**config.mk**
```make
export PLATFORM = sky130hd
export DESIGN_NAME = slowram_shadow_ctl
export DESIGN_NICKNAME = d
export VERILOG_FILES = /design/src/rtl/slowram_shadow_ctl_pkg.sv /design/src/rtl/slowram_shadow_ctl_shadow_fifo.sv /design/src/rtl/slowram_shadow_ctl.sv
export SDC_FILE = /design/constraint.sdc
export NUM_CORES = 1
export LEC_CHECK = 0
export CORE_ASPECT_RATIO = 0.6
export CORE_MARGIN = 5
export CORE_UTILIZATION = 45
export DETAILED_ROUTE_END_ITERATION = 7
export PLACE_DENSITY = 0.65
export SETUP_SLACK_MARGIN = 0.02
export SLEW_MARGIN = 20
export SYNTH_ARGS = -nofsm -noshare
export SYNTH_HDL_FRONTEND = slang
export SYNTH_SLANG_ARGS = --single-unit
```
**constraint.sdc**
```tcl
create_clock -name clk_sys -period 5.75 [get_ports clk_sys]
set_input_delay 1.15 -clock clk_sys [delete_from_list [all_inputs] [get_ports clk_sys]]
set_output_delay 1.15 -clock clk_sys [all_outputs]
set_load 0.1 [all_outputs]
```
**src/rtl/slowram_shadow_ctl_pkg.sv**
```systemverilog
// Shared types and constants for the slow RAM (E0/E1) port A sequencer.
package slowram_shadow_ctl_pkg;

  // Shadow register bit positions; a 0 bit enables shadowing of that region.
  localparam int SH_TEXT  = 0;
  localparam int SH_HGR1  = 1;
  localparam int SH_HGR2  = 2;
  localparam int SH_SHR   = 3;
  localparam int SH_BANK1 = 4;
  localparam int SH_ALT   = 5;

  localparam logic [15:0] TEXT_LO = 16'h0400;
  localparam logic [15:0] TEXT_HI = 16'h07FF;
  localparam logic [15:0] ALT_LO  = 16'h0800;
  localparam logic [15:0] ALT_HI  = 16'h0BFF;
  localparam logic [15:0] HGR1_LO = 16'h2000;
  localparam logic [15:0] HGR1_HI = 16'h3FFF;
  localparam logic [15:0] HGR2_LO = 16'h4000;
  localparam logic [15:0] HGR2_HI = 16'h5FFF;

  typedef struct packed {
    logic        bnk;
    logic [15:0] addr;
    logic [7:0]  data;
  } fifo_entry_t;

  typedef enum logic [2:0] {
    ST_IDLE,
    ST_WAIT_Q,
    ST_WAIT_D,
    ST_ISSUE,
    ST_CAPT
  } state_t;

  function automatic logic in_range(input logic [15:0] a, input logic [15:0] lo,
                                    input logic [15:0] hi);
    return (a >= lo) && (a <= hi);
  endfunction

endpackage

```
**src/rtl/slowram_shadow_ctl_shadow_fifo.sv**
```systemverilog
// Synchronous FIFO holding shadow write-throughs; push while full is accepted
// only when a pop happens in the same cycle.
module shadow_fifo
  import slowram_shadow_ctl_pkg::*;
#(
  parameter int DEPTH = 4
) (
  input  logic        clk_i,
  input  logic        rst_n_i,
  input  logic        push_i,
  input  fifo_entry_t din_i,
  input  logic        pop_i,
  output fifo_entry_t dout_o,
  output logic        full_o,
  output logic        empty_o
);
  localparam int PW = $clog2(DEPTH);
  localparam int CW = $clog2(DEPTH) + 1;

  fifo_entry_t   mem_q [DEPTH];
  logic [PW-1:0] wr_ptr_q, rd_ptr_q;
  logic [CW-1:0] cnt_q;
  logic          do_push, do_pop;

  assign full_o  = (cnt_q == CW'(DEPTH));
  assign empty_o = (cnt_q == '0);
  assign do_pop  = pop_i & ~empty_o;
  assign do_push = push_i & (~full_o | do_pop);
  assign dout_o  = mem_q[rd_ptr_q];

  always_ff @(posedge clk_i) begin
    if (do_push) mem_q[wr_ptr_q] <= din_i;
  end

  always_ff @(posedge clk_i or negedge rst_n_i) begin
    if (!rst_n_i) begin
      wr_ptr_q <= '0;
      rd_ptr_q <= '0;
      cnt_q    <= '0;
    end else begin
      if (do_push) wr_ptr_q <= wr_ptr_q + PW'(1);
      if (do_pop)  rd_ptr_q <= rd_ptr_q + PW'(1);
      if (do_push && !do_pop)      cnt_q <= cnt_q + CW'(1);
      else if (do_pop && !do_push) cnt_q <= cnt_q - CW'(1);
    end
  end

endmodule

```
**src/rtl/slowram_shadow_ctl.sv**
```systemverilog
// Slow RAM port A sequencer: queues shadow write-throughs from banks 00/01 and
// serialises direct E0/E1 CPU accesses onto 1 MHz slots, stalling the CPU.
module slowram_shadow_ctl
  import slowram_shadow_ctl_pkg::*;
#(
  parameter int DEPTH    = 4,
  parameter int SLOW_DIV = 14
) (
  input  logic        clk_sys,
  input  logic        reset_n,
  input  logic        cpu_req,
  input  logic        cpu_we,
  input  logic [7:0]  cpu_bank,
  input  logic [15:0] cpu_addr,
  input  logic [7:0]  cpu_dout,
  input  logic [7:0]  shadow,
  input  logic        io,
  output logic        cpu_stall,
  output logic        rd_valid,
  output logic [7:0]  rd_data,
  output logic        slow_ce,
  output logic        slow_we,
  output logic [16:0] slow_addr,
  output logic [7:0]  slow_din,
  input  logic [7:0]  slow_dout
);
  localparam int CW = $clog2(SLOW_DIV);

  state_t        state_q, state_d;
  logic [CW-1:0] cnt_q;
  fifo_entry_t   pend_q, pend_d, cur, push_data, head;
  logic          pend_we_q, pend_we_d;
  logic          tick, push, pop, full, empty;
  logic          bank00, bank01, b1_ok, hgr, sh_region, sh_hit, direct;
  logic          slow_ce_q, slow_we_q, rd_valid_q;
  logic [16:0]   slow_addr_q;
  logic [7:0]    slow_din_q, rd_data_q;

  assign tick = (cnt_q == CW'(SLOW_DIV - 1));
  assign pop  = tick & ~empty;

  // Bank 01 text/alt/HGR need bit4 clear too; the SHR term covers bank 01 only.
  assign bank00 = (cpu_bank == 8'h00);
  assign bank01 = (cpu_bank == 8'h01);
  assign b1_ok  = bank00 | ~shadow[SH_BANK1];
  assign hgr    = in_range(cpu_addr, HGR1_LO, HGR2_HI);
  assign sh_region =
      (~shadow[SH_TEXT] & b1_ok & in_range(cpu_addr, TEXT_LO, TEXT_HI)) |
      (~shadow[SH_ALT]  & b1_ok & in_range(cpu_addr, ALT_LO, ALT_HI))   |
      (~shadow[SH_HGR1] & b1_ok & in_range(cpu_addr, HGR1_LO, HGR1_HI)) |
      (~shadow[SH_HGR2] & b1_ok & in_range(cpu_addr, HGR2_LO, HGR2_HI)) |
      (~shadow[SH_SHR]  & bank01 & hgr);
  assign sh_hit = cpu_req & cpu_we & ~io & (bank00 | bank01) & sh_region;
  assign direct = cpu_req & ~io & ((cpu_bank == 8'hE0) | (cpu_bank == 8'hE1));
  assign cur    = '{bnk: cpu_bank[0], addr: cpu_addr, data: cpu_dout};

  shadow_fifo #(.DEPTH(DEPTH)) u_fifo (
    .clk_i   (clk_sys),
    .rst_n_i (reset_n),
    .push_i  (push),
    .din_i   (push_data),
    .pop_i   (pop),
    .dout_o  (head),
    .full_o  (full),
    .empty_o (empty)
  );

  always_comb begin
    state_d   = state_q;
    pend_d    = pend_q;
    pend_we_d = pend_we_q;
    push      = 1'b0;
    push_data = cur;
    cpu_stall = (state_q != ST_IDLE);
    case (state_q)
      ST_IDLE: begin
        if (direct) begin
          pend_d    = cur;
          pend_we_d = cpu_we;
          state_d   = ST_WAIT_D;
          cpu_stall = 1'b1;
        end else if (sh_hit) begin
          if (!full || pop) begin
            push = 1'b1;
          end else begin
            pend_d    = cur;
            state_d   = ST_WAIT_Q;
            cpu_stall = 1'b1;
          end
        end
      end
      ST_WAIT_Q: begin
        if (!full || pop) begin
          push      = 1'b1;
          push_data = pend_q;
          state_d   = ST_IDLE;
        end
      end
      ST_WAIT_D: if (tick && empty) state_d = ST_ISSUE;
      ST_ISSUE:  state_d = pend_we_q ? ST_IDLE : ST_CAPT;
      ST_CAPT:   state_d = ST_IDLE;
      default:   state_d = ST_IDLE;
    endcase
  end

  always_ff @(posedge clk_sys or negedge reset_n) begin
    if (!reset_n) begin
      state_q   <= ST_IDLE;
      pend_q    <= '0;
      pend_we_q <= 1'b0;
      cnt_q     <= '0;
    end else begin
      state_q   <= state_d;
      pend_q    <= pend_d;
      pend_we_q <= pend_we_d;
      cnt_q     <= tick ? '0 : cnt_q + CW'(1);
    end
  end

  // Queued writes win the slot, so a waiting direct access only goes once drained.
  always_ff @(posedge clk_sys or negedge reset_n) begin
    if (!reset_n) begin
      slow_ce_q   <= 1'b0;
      slow_we_q   <= 1'b0;
      slow_addr_q <= '0;
      slow_din_q  <= '0;
      rd_valid_q  <= 1'b0;
      rd_data_q   <= '0;
    end else begin
      slow_ce_q  <= 1'b0;
      slow_we_q  <= 1'b0;
      rd_valid_q <= (state_q == ST_CAPT);
      if (pop) begin
        slow_ce_q   <= 1'b1;
        slow_we_q   <= 1'b1;
        slow_addr_q <= {head.bnk, head.addr};
        slow_din_q  <= head.data;
      end else if (state_q == ST_WAIT_D && tick) begin
        slow_ce_q   <= 1'b1;
        slow_we_q   <= pend_we_q;
        slow_addr_q <= {pend_q.bnk, pend_q.addr};
        slow_din_q  <= pend_q.data;
      end
      if (state_q == ST_CAPT) rd_data_q <= slow_dout;
    end
  end

  assign slow_ce   = slow_ce_q;
  assign slow_we   = slow_we_q;
  assign slow_addr = slow_addr_q;
  assign slow_din  = slow_din_q;
  assign rd_valid  = rd_valid_q;
  assign rd_data   = rd_data_q;

endmodule

```
==> results of run 1 <==
## cell families after synthesis
logic type / Yosys count
AO/OA/AOI/OAI: 113
XOR/XNOR: 6
adder cells (fa/ha/maj): 6
buffers and inverters: 52
flip-flops: 176
multiplexers: 66
AND/OR/NAND/NOR: 213
## area by class of cell
cell class	count	share of cell area (%)
flip-flops and latches	176	49.4
clock inverters	15	1.49
clock buffers	17	4.29
inverters	4	0.151
repair buffers	105	10.3
well taps	240	3.03
multi-input cells	404	31.3
## how the worst min path moves through the flow
stage / startpoint / endpoint / slack, ps / cells after the start
2_1_floorplan: pend_we_q / state_q[2] / 420 / 1
3_3_place_gp: pend_we_q / state_q[2] / 460 / 1
3_5_place_dp: pend_we_q / state_q[2] / 470 / 1
4_1_cts: pend_we_q / state_q[2] / 480 / 1
5_1_grt: pend_we_q / state_q[2] / 490 / 1
6_report: pend_we_q / state_q[2] / 480 / 1
## layer usage
metal / GRT usage, % / vias up / part of all wire (%)
met4: 4.63 / 0 / 1.1
met5: 0 / - / 0
met2: 32.0 / 294 / 46
met1: 30.5 / 2967 / 45
met3: 4.29 / 25 / 7.9
li1: - / 2560 / -
## stage by stage
stage / instances / hold WS [ps] / total power (W) / util (%)
6_report: 961 / 478 / 0.00462 / 55.2
5_1_grt: 961 / 487 / 0.00480 / 55.2
4_1_cts: 960 / 477 / 0.00463 / 55.1
3_5_place_dp: 928 / 467 / 0.00349 / 51.9
3_3_place_gp: 928 / 462 / 0.00345 / 51.9
2_1_floorplan: 632 / 420 / 0.00300 / -
## registers in the layout (all words and copies together) (netlist names)
name             cells
rd_valid             1
rd_data              8
u_fifo.mem_q       100
slow_addr           17
pend_q              25
u_fifo.cnt_q         3
pend_we_q            1
cnt_q                4
slow_we              1
state_q              3
slow_ce              1
u_fifo.wr_ptr_q      2
u_fifo.rd_ptr_q      2
slow_din             8
## cell usage in the layout (no fill, tap or decap), types with 18 or more instances in the layout
| cell | n |
|---|---|
| edfxtp_1 | 100 |
| clkdlybuf4s50_1 | 85 |
| dfrtp_1 | 76 |
| nor2_1 | 56 |
| and3_1 | 51 |
| nand2_1 | 43 |
| mux2_2 | 35 |
| nand3_1 | 32 |
| a21oi_1 | 29 |
| o211ai_1 | 27 |
| mux4_2 | 25 |
| o22ai_1 | 19 |
| a211oi_2 | 18 |
## worst reg2reg max path, delay by kind of cell (launching register included)
kind	cells	cell delay, ps
AND/OR/NAND/NOR	4	2070
flip-flops	1	510
AO/OA/AOI/OAI	1	160
## report_power, final
group	switching (W)	total (W)	leakage [nW]	internal [W]
Sequential	0.000108	0.00165	1.73	0.00155
Combinational	0.00128	0.00182	1.77	0.000535
Clock	0.000536	0.00115	0.277	0.000612
Total	0.00193	0.00462	3.77	0.00269
==> run metrics, run 1 <==
status finished, final reports clean; sequential standard cell area 4900 um2; Buf/Inv on CP 2; FILL cells 1,469; DP Wirelength 12,700 um; Synth Cell Area 8200 um2; CTS tree yes; RePlAce Congestion 0.771; area of the multi-input gates 3110 um2; die width 184 um; Post-DP Area 9330 um2; RSZ-0062 raised after global routing no; # H-tree levels 4; die height 115 um; adder-cell share of the synthesized area 1.01%; critical path endpoint category primary output; post-route setup slack 1030 ps; Worst Setup Start Kind input pin; multiplexer share of the synthesized area 12.4%; Synth Area in Simple Gates 13.1%; pins over their slew limit 0; Rows 38; Reg clk slew, reported paths 60 ps; fin area 9930 um2; Slew headroom 30.5%; Min-Delay Path Class register to register; via count 5,846; post-route ant nets 0; Mapped Cells 632; r2r setup slk 2930 ps; area leader, netlist edfxtp_1; R2R depth 5; pwr/cell area 465 nW/um2; Synth top cells by count 100 x edfxtp_1, 76 x dfrtp_1, 56 x nor2_1; # Post-CTS Setup Buffers 0; highest clock rate 0.212 GHz; crit path capture cpu_stall; leakage 3.77 nW; worst vdd ir 0.000265 V; Buffers on Ports 87; Post-Synth XOR/XNOR Area 0.641%; final net count 767; share of layout cells above drive strength 1 19.3%; Tmin final 4720 ps; clk_skew 11.7 ps; worst flop-to-flop path startpoint state_q[0]; Worst path depth 7; number of I/O pins 90; Crit path largest cell delay 700 ps; Post-Place Worst Slack 912 ps; global-route wire length before repair 33,500 um; syn nets 691; Hold Fails Final Rpt 0; antenna violations before repair 0; synth top area cells edfxtp_1 37%, dfrtp_1 23%, mux4_2 6.9%; yosys warns 0; wire length per cell 22.5 um; ys async rst share 43.2%; crit path max fanout 16; CTS resizes 0; drt total wl 21,600 um; Slowest cell on crit path o21a_1; Synth Area in Compound Gates 10.2%; Synth top area share 36.6%; core box area 18,000 um2; clk buf depth 2; Critical Path AT 3570 ps; All-Layer GR Usage 20.7%; most frequent cell after synthesis edfxtp_1; worst path cell trace clkdlybuf4s50_1 -> xnor2_1 -> nor4b_1 -> o21a_1 -> nand4_1 -> nand2_1 -> buf_12; Antenna diodes 0; Seq/Total Area, Yosys 59.8%; crit path from cpu_addr[13]; DR vias/cell 6.08; Mean Syn Cell Area 13.0 um2; top_reg_cell synth edfxtp_1; initial DRC count 588; Pre-Repair DR Iteration Count 6; largest family of logic cells by synthesized area simple AND/OR/NAND/NOR gates; Sink Count 176; final worst-path cycle share 82.1%; Data required, critical path 4600 ps; largest net degree at the start of global routing 77; Worst-Skew Late Latency 430 ps; Final Setup Violations 0; number of enable flip-flop cells after synthesis 100; r2r endpoint slow_addr[15]; maxcap violations 0; Overflow after GRT 0; Initial Util 45.6%; Die ar. 21,100 um2; hold_buf cts 0; Synth-to-Final Area Change 21.1%; DRC violations left 0; Synth Register Bits 176; Crit path max-delay family buffers and inverters; setup TNS 0 ps; worst slew pin tran 1040 ps; Root Driver clkbuf_16; crit path kind input pin to primary output; vias in the first global route 5,858; Distinct cells, synth 46; CTS buffer count 17
Power figures use the tool's default switching activity.
==> run 2: changes to the inputs <==
Clock period 5.75 ns to 4.4 ns, I/O delays scaled along.
==> run metrics, run 2 (synthesis gave the netlist of run 1 again) <==
hold_buf cts 0; Min-Delay Path Class input pin to asynchronous set/reset pin; largest net degree at the start of global routing 77; via count 5,936; Buffers on Ports 87; Worst Setup Start Kind input pin; critical path endpoint category primary output; pwr/cell area 614 nW/um2; setup TNS 0 ps; crit path kind input pin to primary output; Pre-Repair DR Iteration Count 5; Overflow after GRT 0; CTS resizes 0; clock power share 25.9%; worst slew pin tran 1050 ps; Flop pwr share 35.1%; DP Wirelength 12,900 um; most frequent cells in the layout 100 x edfxtp_1, 85 x clkdlybuf4s50_1, 76 x dfrtp_1, 56 x nor2_1, 51 x and3_1; Largest register FFs 100; All-Layer GR Usage 21.2%; wire length per cell 23.0 um; global-route wire length before repair 34,200 um; Final Setup Violations 0; Comb pwr share 39.0%; vias in the first global route 5,988; share of layout cells above drive strength 1 19.6%; clk_skew 13.2 ps; Most flops, register u_fifo.mem_q; Pint 0.00362 W; final worst-path cycle share 85.6%; die width 184 um; maxcap violations 0; crit path max fanout 7; die height 115 um; antenna violations before repair 0; Psw 0.00253 W; Antenna diodes 0; number of I/O pins 90; leakage 3.81 nW; DRC violations left 0; RSZ-0062 raised after global routing no; Reg clk slew, reported paths 80 ps; Root Driver clkbuf_16; Critical Path AT 2890 ps; Data required, critical path 3520 ps; CTS buffer count 17; final net count 767; # Post-CTS Setup Buffers 0; Rows 38; highest clock rate 0.266 GHz; Worst-Skew Late Latency 430 ps; Net Sw Frac 41.1%; Initial Util 45.6%; # H-tree levels 4; CTS tree yes; pins over their slew limit 0; Hold Fails Final Rpt 0; RePlAce Congestion 0.760; core box area 18,000 um2; status finished, final reports clean; Tmin final 3770 ps; drt total wl 22,100 um; Slew headroom 29.9%; Sink Count 176; worst vdd ir 0.000482 V; Synth-to-Final Area Change 22.4%; DR vias/cell 6.18; clk buf depth 2; commonest non-fill, non-tap cell in the layout edfxtp_1; initial DRC count 671; post-route ant nets 0; Die ar. 21,100 um2; Core Util, Final 55.8%
[run 2: changes by cell type in the layout (fill, tap and decap cells not counted), sizes merged]
cell	change
clkinv	-1
clkbuf	+2
bufinv	+1
clkinvlp	-2
[run 2: critical path: stages]
cell,delay (ps)
clkdlybuf4s50_1,400
or4b_4,580
nor2_1,430
nand4_1,190
nand2_1,200
buf_12,200
[run 2: worst paths after layout]
| check | start | to | slack [ps] | cells after the start |
|---|---|---|---|---|
| setup / recovery | io | cpu_stall | 630 | 6 |
| hold / removal | reset_n | pend_q[10] | 490 | 1 |
| setup reg to reg | cnt_q[1] | u_fifo.cnt_q[1] | 1350 | 7 |
| hold reg to reg | pend_we_q | state_q[2] | 490 | 1 |
| max in group asynchronous | reset_n | pend_q[7] | 3340 | 1 |
| min in group clk_sys | pend_we_q | state_q[2] | 490 | 1 |
[run 2: stage by stage]
stage	hold slack [ps]	std cells	setup slack (ps)	power, W	cell area, um2
after detailed placement	485	929	619	0.00459	9400
after CTS	489	961	637	0.00618	10000
after floorplan	420	632	107	0.00392	8200
final	492	961	634	0.00615	10000
after global placement	474	929	714	0.00453	9400
after global routing	514	961	551	0.00638	10000
[run 2: layout make-up]
| type | instances | area, um2 |
|---|---|---|
| inverter | 4 | 15.0 |
| tap | 240 | 300 |
| fill | 1436 | 7950 |
| clock buffer | 19 | 453 |
| multi-input combinational | 404 | 3110 |
| clock inverter | 13 | 166 |
| timing repair buffer | 105 | 1080 |
| sequential | 176 | 4900 |
[run 2: power groups by stage]
stage	combinational, W	clock (W)	sequential [W]
after floorplan	0.000805	0	0.00312
after global placement	0.00235	0	0.00218
after detailed placement	0.00239	0	0.00219
after CTS	0.00241	0.00161	0.00216
after global routing	0.00251	0.00169	0.00219
final	0.00240	0.00159	0.00216
[run 2: metal layers]
metal / up-vias / global-route usage, % / wire, um
met5: - / 0 / 0
met4: 0 / 5.66 / 295
met3: 31 / 3.87 / 1880
met2: 321 / 34.1 / 10300
met1: 3025 / 30.2 / 9620
li1: 2559 / - / -
==> run 3: changes to the inputs <==
Settings changed: ABC_CLOCK_PERIOD_IN_PS set to 4400, PLACE_DENSITY 0.65 to 0.66.
==> run metrics, run 3 (synthesis gave the netlist of run 1 again) <==
RSZ-0062 raised after global routing no; commonest non-fill, non-tap cell in the layout edfxtp_1; clk_skew 13.1 ps; status finished, final reports clean; critical path endpoint category primary output; Overflow after GRT 0; Min-Delay Path Class register to register; Buf/Inv on CP 2; worst vdd ir 0.000326 V; RePlAce Congestion 0.757; crit path max fanout 11; highest clock rate 0.246 GHz; number of I/O pins 90; CTS buffer count 17; Slowest cell on crit path nand3b_1; Initial Util 45.6%; Die ar. 21,100 um2; Final Setup Violations 0; clk buf depth 2; global-route wire length before repair 34,000 um; Hold Fails Final Rpt 0; Rows 38; Crit path max-delay family simple AND/OR/NAND/NOR gates; Slew headroom 31.7%; final worst-path cycle share 92.3%; Hold Crit Depth 1; pins over their slew limit 0; final net count 770; DP Wirelength 13,300 um; largest net degree at the start of global routing 77; r2r setup slk 1510 ps; R2R depth 6; antenna violations before repair 0; die height 115 um; Antenna diodes 0; DRC violations left 0; Crit path largest cell delay 540 ps; # Post-CTS Setup Buffers 0; vias in the first global route 6,091; Largest register FFs 100; setup TNS 0 ps; worst flop-to-flop path startpoint cnt_q[1]; most frequent cells in the layout 100 x edfxtp_1, 85 x clkdlybuf4s50_1, 76 x dfrtp_1, 56 x nor2_1, 51 x and3_1; initial DRC count 556; CTS tree yes; drt total wl 21,900 um; Reg clk slew, reported paths 60 ps; maxcap violations 0; hold slack 474 ps; Worst Setup Start Kind input pin; Synth-to-Final Area Change 21.3%; Hold Path Origin pend_we_q; DR vias/cell 6.15; Data required, critical path 3520 ps; leakage 3.78 nW; hold_buf cts 0; worst path cell trace clkdlybuf4s50_1 -> nor3b_1 -> o21ai_0 -> nand3b_1 -> nand4_1 -> nand2_1 -> buf_12; pwr/cell area 604 nW/um2; # H-tree levels 4; r2r endpoint slow_addr[4]; worst slew pin tran 1020 ps; core box area 18,000 um2; crit path kind input pin to primary output; Sink Count 176; Root Driver clkbuf_16; Critical Path AT 3180 ps; wire length per cell 22.7 um; CTS resizes 0; Most flops, register u_fifo.mem_q; share of layout cells above drive strength 1 19.5%; Pre-Repair DR Iteration Count 7; via count 5,929; Buffers on Ports 87; Min-Delay Endpoint state_q[2]; All-Layer GR Usage 21.1%; post-route ant nets 0; Worst-Skew Late Latency 430 ps; die width 184 um; Tmin final 4060 ps
-- run 3: layout make-up --
class                   instances  area (um2)
clock buffers                  19         433
clock inverters                13         131
fillers                      1479        8030
inverters                       4        15.0
multi-input cells             404        3110
flip-flops and latches        176        4900
well taps                     240         300
repair buffers                108        1050
-- run 3: worst max path at each step --
stage	from	endpoint	slack [ps]	cells past startpoint
floorplan	io	u_fifo.mem_q[0][0]	110	4
global placement	cpu_addr[10]	u_fifo.cnt_q[1]	410	10
detailed placement	cpu_addr[10]	u_fifo.cnt_q[1]	310	10
CTS	cpu_addr[10]	cpu_stall	400	7
global route	cpu_addr[10]	cpu_stall	250	7
finish	cpu_addr[10]	cpu_stall	340	7
-- run 3: layer usage --
layer	GRT usage (%)	up-vias	part of all wire (%)
met5	0	-	0
met4	6.20	0	1.4
met2	33.3	312	46
met1	30.4	3013	44
li1	-	2568	-
met3	3.46	36	8.2
-- run 3: worst register-to-register path, delay by kind of cell (launching register included) --
family	cells	cell delay, ps
AND/OR/NAND/NOR	4	1890
flip-flops	1	430
buffers and inverters	1	340
AO/OA/AOI/OAI	1	150
-- run 3: report_power, final --
group          leakage (nW)  total, W  internal (W)  switching, W
logic                  1.78   0.00236      0.000698       0.00167
registers              1.73   0.00218       0.00202      0.000162
clock network         0.266   0.00146      0.000793      0.000672
total                  3.78   0.00601       0.00351       0.00250
-- run 3: stage by stage --
| step | instances | utilization [%] | setup WS, ps | power (W) | area, um2 |
|---|---|---|---|---|---|
| 2_1_floorplan | 632 | - | 107 | 0.00392 | 8200 |
| 3_3_place_gp | 932 | 52.2 | 415 | 0.00451 | 9380 |
| 3_5_place_dp | 932 | 52.2 | 309 | 0.00458 | 9380 |
| 4_1_cts | 964 | 55.3 | 397 | 0.00604 | 9940 |
| 5_1_grt | 964 | 55.3 | 253 | 0.00623 | 9940 |
| 6_report | 964 | 55.3 | 339 | 0.00601 | 9940 |
